==> src/rtl/router_sync.sv <==
// ---------------------------------------------------------------------------
// router_sync
// Glue between the router FSM, the three output FIFOs and the downstream
// readers. Latches the destination port from the header, steers the FSM
// write strobe to the addressed FIFO, reflects FIFO flags back to the FSM
// and the readers, and soft-resets any port whose data sits unread for
// TIMEOUT consecutive cycles.
//
// Parameters
//   TIMEOUT        consecutive unread-valid cycles before a soft reset (2..255)
//
// Ports
//   clk            clock, all state updates on the rising edge
//   reset          asynchronous active-high reset
//   detect_add     FSM address-decode strobe; latch data_in into addr
//   data_in        header address field (00/01/10 = port 0/1/2, 11 = invalid)
//   write_enb_reg  FSM request to write the current byte
//   read_enb_n     downstream read strobe for port n
//   empty_n        FIFO n empty flag
//   full_n         FIFO n full flag
//   write_enb      one-hot FIFO write enable (combinational)
//   fifo_full      full flag of the addressed FIFO (combinational)
//   vld_out_n      port n has data available (combinational)
//   soft_reset_n   registered one-cycle timeout pulse for port n
// ---------------------------------------------------------------------------
module router_sync #(
    parameter int unsigned TIMEOUT = 30
) (
    input  logic       clk,
    input  logic       reset,
    input  logic       detect_add,
    input  logic [1:0] data_in,
    input  logic       write_enb_reg,
    input  logic       read_enb_0,
    input  logic       read_enb_1,
    input  logic       read_enb_2,
    input  logic       empty_0,
    input  logic       empty_1,
    input  logic       empty_2,
    input  logic       full_0,
    input  logic       full_1,
    input  logic       full_2,
    output logic [2:0] write_enb,
    output logic       fifo_full,
    output logic       vld_out_0,
    output logic       vld_out_1,
    output logic       vld_out_2,
    output logic       soft_reset_0,
    output logic       soft_reset_1,
    output logic       soft_reset_2
);

    localparam int unsigned NUM_PORTS = 3;
    localparam int unsigned CNT_W     = (TIMEOUT > 2) ? $clog2(TIMEOUT) : 1;
    localparam logic [CNT_W-1:0] CNT_MAX = CNT_W'(TIMEOUT - 1);

    localparam logic [1:0] ADDR_P0  = 2'b00;
    localparam logic [1:0] ADDR_P1  = 2'b01;
    localparam logic [1:0] ADDR_P2  = 2'b10;

    logic [1:0]           addr;
    logic [NUM_PORTS-1:0] vld;
    logic [NUM_PORTS-1:0] rd;
    logic [NUM_PORTS-1:0] soft_rst;

    // Destination address latch; the invalid code 11 is kept as-is so that
    // the steering logic below suppresses writes for it.
    always_ff @(posedge clk or posedge reset) begin
        if (reset) begin
            addr <= 2'b00;
        end else if (detect_add) begin
            addr <= data_in;
        end
    end

    // Write steering: uses the registered addr, so a header decoded in the
    // same cycle only takes effect on the following cycle.
    always_comb begin
        write_enb = 3'b000;
        if (write_enb_reg) begin
            case (addr)
                ADDR_P0: write_enb = 3'b001;
                ADDR_P1: write_enb = 3'b010;
                ADDR_P2: write_enb = 3'b100;
                default: write_enb = 3'b000;
            endcase
        end
    end

    // Full flag of the addressed FIFO; an invalid address never reports full.
    always_comb begin
        fifo_full = 1'b0;
        case (addr)
            ADDR_P0: fifo_full = full_0;
            ADDR_P1: fifo_full = full_1;
            ADDR_P2: fifo_full = full_2;
            default: fifo_full = 1'b0;
        endcase
    end

    // Valid is simply "FIFO not empty", with no added latency.
    assign vld = {~empty_2, ~empty_1, ~empty_0};
    assign rd  = {read_enb_2, read_enb_1, read_enb_0};

    assign vld_out_0 = vld[0];
    assign vld_out_1 = vld[1];
    assign vld_out_2 = vld[2];

    // Per-port stall watchdog: counts edges where data is valid but unread.
    // Any read or empty edge restarts the count; reaching TIMEOUT-1 on a
    // stalled edge emits a one-cycle pulse and restarts from zero, so a
    // persistent stall pulses once every TIMEOUT cycles.
    for (genvar p = 0; p < NUM_PORTS; p++) begin : g_port
        logic [CNT_W-1:0] cnt_q;
        logic             sr_q;
        logic             stall;

        assign stall = vld[p] & ~rd[p];

        always_ff @(posedge clk or posedge reset) begin
            if (reset) begin
                cnt_q <= '0;
                sr_q  <= 1'b0;
            end else if (stall) begin
                if (cnt_q == CNT_MAX) begin
                    cnt_q <= '0;
                    sr_q  <= 1'b1;
                end else begin
                    cnt_q <= cnt_q + CNT_W'(1);
                    sr_q  <= 1'b0;
                end
            end else begin
                cnt_q <= '0;
                sr_q  <= 1'b0;
            end
        end

        assign soft_rst[p] = sr_q;
    end

    assign soft_reset_0 = soft_rst[0];
    assign soft_reset_1 = soft_rst[1];
    assign soft_reset_2 = soft_rst[2];

endmodule
==> config.mk <==
export PLATFORM = sky130hd
export DESIGN_NAME = router_sync
export DESIGN_NICKNAME = d
export VERILOG_FILES = /design/src/rtl/router_sync.sv
export SDC_FILE = /design/constraint.sdc
export NUM_CORES = 1
export LEC_CHECK = 0
export CAP_MARGIN = 20
export CORE_MARGIN = 5
export CORE_UTILIZATION = 25
export CTS_CLUSTER_DIAMETER = 50
export CTS_CLUSTER_SIZE = 24
export DETAILED_ROUTE_END_ITERATION = 8
export PLACE_DENSITY = 0.47
export SLEW_MARGIN = 40
export SYNTH_ARGS = -nofsm -noshare
export SYNTH_HDL_FRONTEND = slang
export SYNTH_SLANG_ARGS = --single-unit
==> constraint.sdc <==
create_clock -name clk -period 1.1 [get_ports clk]
set_input_delay 0.22 -clock clk [delete_from_list [all_inputs] [get_ports clk]]
set_output_delay 0.22 -clock clk [all_outputs]
set_load 0.05 [all_outputs]
==> results of run 1 <==
## cells in the final DEF (no fill, tap or decap), drive strengths merged, types with 4 or more instances in the layout
| master | synthesis | routed |
|---|---|---|
| inv | 7 | 7 |
| xor2 | 6 | 6 |
| dfrtp | 20 | 20 |
| clkdlybuf4s50 | 0 | 11 |
| nor2 | 19 | 19 |
| buf | 0 | 13 |
| nand2 | 4 | 4 |
| nand3 | 6 | 6 |
| ha | 6 | 6 |
## layer usage
metal | part of all wire, % | GRT usage, % | vias up
met5 | 0 | 0 | -
met4 | 0.48 | 3.19 | 0
met3 | 6.3 | 2.75 | 2
met2 | 47 | 12.3 | 19
met1 | 46 | 9.86 | 311
li1 | - | - | 335
## through the flow
step	utilization, %	area (um^2)	TNS, ns	cells
final	42.4	1440	-1.28	161
after CTS	41.3	1400	-1.39	160
after floorplan	-	923	-0.180	84
after detailed placement	39.6	1340	-1.56	155
after global placement	39.6	1340	-1.27	155
after global routing	42.4	1440	-2.37	161
## registers in the layout, summed over array words and instances, names as in the netlist
name / cells
soft_reset_1: 1
g_port.cnt_q: 15
soft_reset_0: 1
addr: 2
soft_reset_2: 1
## worst max path at each step
stage                       start            to  slack, ns  cells after the start
floorplan                 addr[1]  write_enb[0]      -0.08                      1
global placement           full_0     fifo_full      -0.22                      4
detailed placement  write_enb_reg  write_enb[0]      -0.24                      3
CTS                       addr[0]     fifo_full      -0.39                      3
global route              addr[0]     fifo_full      -0.42                      3
finish                    addr[0]     fifo_full      -0.37                      3
## worst max-delay path: stages (launching register included)
cell and delay (ns):
dfrtp_2 0.45, mux2i_2 0.28, o21ai_4 0.08, buf_12 0.15
## power by group through the flow
stage,sequential [mW],combinational [mW],clock (mW)
final,0.781,0.308,0.594
after global routing,0.786,0.333,0.651
after CTS,0.782,0.304,0.623
after detailed placement,0.795,0.300,0
after global placement,0.795,0.296,0
after floorplan,0.791,0.138,0
## cell type report
| type | count | share of cell area (%) |
|---|---|---|
| Clock buffer | 3 | 1.57 |
| Clock inverter | 1 | 2.09 |
| Inverter | 7 | 1.83 |
| Multi-Input combinational cell | 57 | 29.6 |
| Sequential cell | 20 | 35.0 |
| Tap cell | 46 | 4.01 |
| Timing Repair Buffer | 27 | 25.9 |
## logic make-up after synthesis
family	share of synthesized area, %
AOI/OAI and AO/OA	0.560
xor gates and xnor gates	8.84
DFF	56.1
muxes	3.65
buffers and inverters	2.95
and+or+nand+nor	19.5
adders and majority gates	8.41
## what timing repair did
item / 4_1_cts / 5_1_grt
endpoints found under the setup margin: 10 / 22
hold buffers: 0 / 0
pin swaps: 3 / 6
setup buffers: 1 / 1
resized for setup: 6 / 10
==> impl_metrics.tcl, run 1 <==
set metrics [dict create \
    initial_core_util_pct 26.3 \
    combPwrFrac_pct 18.3 \
    die_w_um 69.7 \
    ctsLongestPathBuffers 2 \
    worstReg2RegStart "g_port[0].cnt_q[0]" \
    synthesis.nets 105 \
    dr.pass1.iters 2 \
    synth_ff_type "dfrtp_1" \
    fillCellCount 332 \
    clk_latency_ns 0.29 \
    worstPathArrival_ns 1.25 \
    max-vdd-ir-drop_mv 0.468 \
    holdWs_ns 0.217 \
    worstPathMaxFanout 6 \
    ys_types 16 \
    max_freq_mhz 681 \
    r2r_slack_ns 0.03 \
    finalCritPeriodShare_pct 134 \
    dp_hpwl_mm 1.30 \
    power.internal_mw 1.28 \
    die-area_um2 4860 \
    synthTopCellsByArea "dfrtp_1 56%, ha_1 8.4%, nor2_1 8.0%, xor2_1 5.9%, nand3_1 3.4%" \
    crit_type "reg2out" \
    dp_slack_ns -0.236 \
    grt_overflow 0 \
    io_buffer_count 24 \
    required_ns 0.88 \
    synth.most_common_cell "dfrtp_1" \
    cts.sinks 20 \
    core_um2 3390 \
    multi_input_area_um2 425 \
    synth_commonest_cells "20 x dfrtp_1, 19 x nor2_1, 7 x inv_1" \
    synth_seq_cells 20 \
    synthArstFlopShare_pct 100 \
    crit_path_end_kind "primary output" \
    drtAntennaViolNets 0 \
    switching_share_pct 23.7 \
    syn_avg_cell_area_um2 10.6 \
    vias_per_cell 4.14 \
    antenna_found_initial 0 \
    drt-total-wl_mm 1.68 \
    fin_crit_ns 1.47 \
    antenna_cells 0 \
    p_clk_share_pct 35.3 \
    layout-drive-gt1-share_pct 33.0 \
    nets 137 \
    worstRegToRegCells 4 \
    vias 667 \
    finalSetupViolations 4 \
    final_max_slew_viol_count 0 \
    rsz0062_at_grt "true" \
    first_iter_violations 30 \
    p_total_mw 1.68 \
    fin_worst_skew_ns 0.00410 \
    min_path_type "in2async" \
    tightest_slew_ns 0.214 \
    synth_top_area_share_pct 56.1 \
    startpoint_type "flop" \
    grt_pass1_vias 717 \
    syn_area_um2 892 \
    wl_per_cell_um 10.4 \
    p_leak_nw 0.626 \
    clkSlewWorstSetupHoldPaths_ns 0.12 \
    yosysTopAreaCell "dfrtp_1" \
    seqPwrFrac_pct 46.4 \
    io_pins 25 \
    cts_made_buffers 3 \
    syn_to_final_growth_pct 61.0 \
    register_area_um2 503 \
    rows 21 \
    cts_tree "yes" \
    failed_checks "negative setup slack" \
    dieHeight_um 69.7 \
    yosys_warnings 0 \
    hold_violations 0 \
    netSwitchingPower_mw 0.398 \
    seq_area_frac_synth_pct 56.1 \
    htreeDepth 1 \
    place_congestion 0.771 \
    fin_ws_ns -0.369 \
    cts-root-buf "clkbuf_4" \
    cap_violations 0 \
    grt_pass1_wl_mm 3.14 \
    grt_usage_pct 7.87 \
    run_status "complete, but fails checks" \
    synth_cells 84 \
    r2r_end "g_port[0].cnt_q[4]" \
    grt_max_degree 21 \
    route.detailed.drc 0 \
    slew_headroom_pct 85.4 \
    synth_edf_count 0 \
    pwr_density_cell_nw_per_um2 1170 \
]
(Power assumes the default switching activity.)
==> run 2, diff against run 1 <==
--- a/config.mk
+++ b/config.mk
@@ -7,11 +7,12 @@
 export LEC_CHECK = 0
 export CAP_MARGIN = 20
 export CORE_MARGIN = 5
-export CORE_UTILIZATION = 25
+export CORE_UTILIZATION = 35
+export CTS_BUF_LIST = sky130_fd_sc_hd__clkbuf_4 sky130_fd_sc_hd__clkbuf_8 sky130_fd_sc_hd__clkbuf_16
 export CTS_CLUSTER_DIAMETER = 50
 export CTS_CLUSTER_SIZE = 24
 export DETAILED_ROUTE_END_ITERATION = 8
-export PLACE_DENSITY = 0.47
+export PLACE_DENSITY = 0.62
 export SLEW_MARGIN = 40
 export SYNTH_ARGS = -nofsm -noshare
 export SYNTH_HDL_FRONTEND = slang
==> run 2 against run 1 <==
The run still ends with negative setup slack left. Sequential share of layout area grew 0.97 points. Via count up 1.5%. Fmax barely moved. Worst hold slack improved by 0.0099 ns. Global-route usage grew 2.1 points. Power decreased by 11%. Critical endpoint unchanged.
==> impl_metrics.tcl, run 2 (same netlist as run 1, synthesis figures left out) <==
set metrics [dict create \
    run_status "complete, but fails checks" \
    final_common_cell "dfrtp_1" \
    grt_pass1_wl_mm 2.68 \
    drtAntennaViolNets 0 \
    grt_pass1_vias 659 \
    vias 677 \
    max_freq_mhz 681 \
    rows 18 \
    pwr_density_cell_nw_per_um2 1070 \
    io_pins 25 \
    failed_checks "negative setup slack" \
    worstPathArrival_ns 1.25 \
    worstPathMaxFanout 6 \
    postLayoutCoreUtil_pct 56.9 \
    drt-total-wl_mm 1.64 \
    first_iter_violations 8 \
    cts_made_buffers 3 \
    wl_per_cell_um 11.2 \
    layout_common_cells "18 x dfrtp_1, 15 x nor2_1, 11 x clkdlybuf4s50_1, 11 x buf_12, 7 x inv_1" \
    wl_met1_um 671 \
    max-vdd-ir-drop_mv 0.713 \
    layout-drive-gt1-share_pct 30.2 \
    die_w_um 60.5 \
    wl_met3_um 148 \
    cap_violations 0 \
    crit_type "reg2out" \
    place_area_um2 1320 \
    die-area_um2 3660 \
    met2_length_um 805 \
    grt_max_degree 21 \
    clkSlewWorstSetupHoldPaths_ns 0.11 \
    crit_path_end_kind "primary output" \
    startpoint "addr[0]" \
    initial_core_util_pct 36.3 \
    holdWs_ns 0.227 \
    ctsLongestPathBuffers 2 \
    finalCritPeriodShare_pct 134 \
    io_buffer_count 24 \
    slew_headroom_pct 85.2 \
    grt_overflow 0 \
    antenna_cells 0 \
    worstReg2RegStart "g_port[1].cnt_q[1]" \
    fin_crit_ns 1.47 \
    startpoint_type "flop" \
    route.detailed.drc 0 \
    clk_latency_ns 0.29 \
    dp_hpwl_mm 1.29 \
    required_ns 0.88 \
    place_congestion 0.722 \
    nets 138 \
    antenna_found_initial 0 \
    p_leak_nw 0.625 \
    finalSetupViolations 4 \
    hold_violations 0 \
    fin_worst_skew_ns 0.00567 \
    min_path_type "in2async" \
    largest_register "g_port.cnt_q" \
    p_total_mw 1.50 \
    final_max_slew_viol_count 0 \
    htreeDepth 1 \
    tightest_slew_ns 0.217 \
    cts.sinks 20 \
    cts_tree "yes" \
    grt_usage_pct 9.92 \
    dp_slack_ns -0.228 \
    dieHeight_um 60.5 \
    core_um2 2450 \
    dr.pass1.iters 4 \
    largest_reg_flops 15 \
    fillCellCount 206 \
    vias_per_cell 4.64 \
    reg_top3 "g_port.cnt_q (15), addr (2)" \
    cts-root-buf "clkbuf_4" \
    fin_ws_ns -0.369 \
    rsz0062_at_grt "true" \
    topRoutingLayerUsed "met4" \
    syn_to_final_growth_pct 56.7 \
    stdcell_area_um2 1400 \
]
## run 2: cell count changes in the layout (fill, tap and decap cells not counted), sizes merged
cell	before	now
buf	13	14
bufinv	1	0
clkbuf	3	4
## run 2: timing repair
item | in CTS | in global routing
hold buffers | 0 | 0
setup buffers | 0 | 3
resized for setup | 4 | 8
setup endpoints to repair | 7 | 22
pin swaps | 2 | 1
## run 2: worst paths after layout
check                                     end  slack, ns  cells after the start
setup reg to reg           g_port[1].cnt_q[4]       0.05                      5
hold / removal             g_port[1].cnt_q[2]       0.23                      3
max in group asynchronous             addr[0]       0.72                      3
hold reg to reg            g_port[1].cnt_q[4]       0.55                      2
min in group clk                 soft_reset_0       0.25                      2
setup / recovery                    fifo_full      -0.37                      3
## run 2: cell type report
cell class | count | area (um^2) | share of cell area (%)
sequential | 20 | 503 | 36.0
multi-input combinational | 57 | 415 | 29.7
timing repair buffer | 28 | 379 | 27.1
tap | 30 | 37.5 | 2.69
clock buffer | 4 | 36.3 | 2.60
inverter | 7 | 26.3 | 1.88
## run 2: layer usage
metal / vias up / track usage (%)
met5: - / 0
li1: 336 / -
met3: 2 / 2.77
met2: 16 / 16.7
met1: 323 / 11.4
met4: 0 / 5.57
## run 2: through the flow
stage / std cells / setup TNS (ns)
after detailed placement: 139 / -1.34
after CTS: 143 / -1.25
after floorplan: 84 / -0.180
after global routing: 146 / -1.78
after global placement: 139 / -1.16
final: 146 / -1.18
## run 2: critical path: stages, from the launching register on
cell	delay, ns
dfrtp_2	0.45
mux2i_2	0.28
o21ai_4	0.08
buf_12	0.15
## run 2: power breakdown
part	total, mW	switching [mW]	internal (mW)
Clock	0.413	0.212	0.201
Combinational	0.302	0.141	0.161
Sequential	0.782	0.0283	0.754
==> run 3, diff against run 2 <==
--- a/config.mk
+++ b/config.mk
@@ -12,6 +12,7 @@
 export CTS_CLUSTER_DIAMETER = 50
 export CTS_CLUSTER_SIZE = 24
 export DETAILED_ROUTE_END_ITERATION = 8
+export GPL_TIMING_DRIVEN = 0
 export PLACE_DENSITY = 0.62
 export SLEW_MARGIN = 40
 export SYNTH_ARGS = -nofsm -noshare
==> run 3 against run 2 <==
Clock skew is 0.0014 ns lower. Combinational power fell by 12%. Routed wire length grew 5.6%. Critical path depth did not move. The run still ends with negative setup slack left. First-iteration DRC count is 13% lower. Non-clock buffer count unchanged. Final cell count did not move. Setup slack worse by 0.0050 ns. Fmax decreased by 0.34%. Power decreased by 2.0%. Sequential power barely moved.
==> impl_metrics.tcl, run 3 (same netlist as run 1, synthesis figures left out) <==
set metrics [dict create \
    run_status "complete, but fails checks" \
    failed_checks "negative setup slack" \
    final_common_cell "dfrtp_1" \
    die_w_um 60.5 \
    cts-root-buf "clkbuf_4" \
    combPwrFrac_pct 18.1 \
    finalSetupViolations 4 \
    core_um2 2450 \
    stdcell_area_um2 1300 \
    max_freq_mhz 679 \
    met2_length_um 877 \
    hold_violations 0 \
    rows 18 \
    switching_share_pct 26.3 \
    layout-drive-gt1-share_pct 31.9 \
    slew_headroom_pct 71.9 \
    cts_hold_buf 0 \
    syn_to_final_growth_pct 46.0 \
    crit_type "reg2out" \
    grt_usage_pct 10.2 \
    wl_met1_um 692 \
    io_pins 25 \
    largest_register "g_port.cnt_q" \
    min_path_type "in2async" \
    topRoutingLayerUsed "met4" \
    place_area_um2 1200 \
    die-area_um2 3660 \
    seqPwrFrac_pct 53.3 \
    finalCritPeriodShare_pct 134 \
    max-vdd-ir-drop_mv 0.751 \
    wl_per_cell_um 11.8 \
    io_buffer_count 24 \
    p_clk_share_pct 28.6 \
    layout_common_cells "18 x dfrtp_1, 16 x nor2_1, 11 x clkdlybuf4s50_1" \
    cts.sinks 20 \
    fin_worst_skew_ns 0.00424 \
    wl_met3_um 129 \
    dieHeight_um 60.5 \
    vias 672 \
    p_leak_nw 0.596 \
    route.detailed.drc 0 \
    dp_hpwl_mm 1.25 \
    largest_reg_flops 15 \
    pwr_density_cell_nw_per_um2 1130 \
    worstPathArrival_ns 1.25 \
    clk_latency_ns 0.29 \
    nets 138 \
    drtAntennaViolNets 0 \
    grt_pass1_wl_mm 2.71 \
    cap_violations 0 \
    ctsLongestPathBuffers 2 \
    crit_path_end_kind "primary output" \
    startpoint_type "flop" \
    netSwitchingPower_mw 0.386 \
    fin_ws_ns -0.374 \
    antenna_cells 0 \
    tightest_slew_ns 0.421 \
    final_max_slew_viol_count 0 \
    antenna_found_initial 0 \
    required_ns 0.88 \
    worstPathMaxFanout 6 \
    grt_pass1_vias 662 \
    dr.pass1.iters 4 \
    initial_core_util_pct 36.3 \
    htreeDepth 1 \
    grt_max_degree 21 \
    cts_made_buffers 3 \
    dp_slack_ns -0.892 \
    postLayoutCoreUtil_pct 53.1 \
    reg_top3 "g_port.cnt_q (15), addr (2)" \
    vias_per_cell 4.60 \
    power.internal_mw 1.08 \
    first_iter_violations 7 \
    drt-total-wl_mm 1.73 \
    fin_crit_ns 1.47 \
    rsz0062_at_grt "true" \
    grt_overflow 0 \
    clkSlewWorstSetupHoldPaths_ns 0.11 \
    place_congestion 0.758 \
    cts_tree "yes" \
]
[run 3: cell counts in the layout (fill, tap and decap cells not counted)]
No cell type changed its count.
[run 3: critical path: stages, from the launching register on]
cell and delay (ns):
dfrtp_2 0.47, mux2i_2 0.18, o21ai_4 0.14, buf_6 0.17
[run 3: cell type report]
| cell class | count | area, um^2 |
|---|---|---|
| clock buffer | 4 | 36.3 |
| timing repair buffer | 28 | 279 |
| sequential | 20 | 503 |
| inverter | 7 | 26.3 |
| fill | 244 | 1150 |
| multi-input combinational | 57 | 420 |
| tap | 30 | 37.5 |
[run 3: power groups by stage]
| stage | Clock [mW] | Combinational [mW] | Sequential (mW) |
|---|---|---|---|
| final | 0.419 | 0.265 | 0.782 |
| after global placement | 0 | 0.237 | 0.794 |
| after global routing | 0.461 | 0.287 | 0.785 |
| after detailed placement | 0 | 0.241 | 0.795 |
| after CTS | 0.435 | 0.249 | 0.782 |
| after floorplan | 0 | 0.138 | 0.791 |
[run 3: final timing paths]
kind	startpoint	to	slack (ns)	depth (start not counted)
setup / recovery	addr[0]	fifo_full	-0.37	3
max in group asynchronous	reset	addr[0]	0.56	2
min in group clk	empty_0	soft_reset_0	0.24	2
hold reg to reg	g_port[2].cnt_q[0]	g_port[2].cnt_q[0]	0.51	1
setup reg to reg	g_port[2].cnt_q[1]	g_port[2].cnt_q[2]	0.01	5
hold / removal	reset	g_port[1].cnt_q[3]	0.22	2
[run 3: repair_timing]
action	in CTS	in global routing
hold endpoints to repair	0	0
pin swaps	2	4
gates resized for setup	74	9
endpoints found under the setup margin	11	23
setup buffers	0	4
[run 3: through the flow]
| stage | power, mW | hold WS [ns] | setup TNS, ns | instances |
|---|---|---|---|---|
| final | 1.47 | 0.220 | -1.25 | 146 |
| after global routing | 1.53 | 0.247 | -2.01 | 146 |
| after CTS | 1.47 | 0.228 | -1.24 | 142 |
| after detailed placement | 1.04 | 0.484 | -8.17 | 138 |
| after global placement | 1.03 | 0.478 | -7.95 | 138 |
| after floorplan | 0.929 | 0.184 | -0.180 | 84 |
[run 3: routing by layer]
metal / vias to the layer above / global-route usage [%]
met5: - / 0
met4: 0 / 5.57
met3: 4 / 1.91
met2: 18 / 18.7
met1: 311 / 10.9
li1: 339 / -
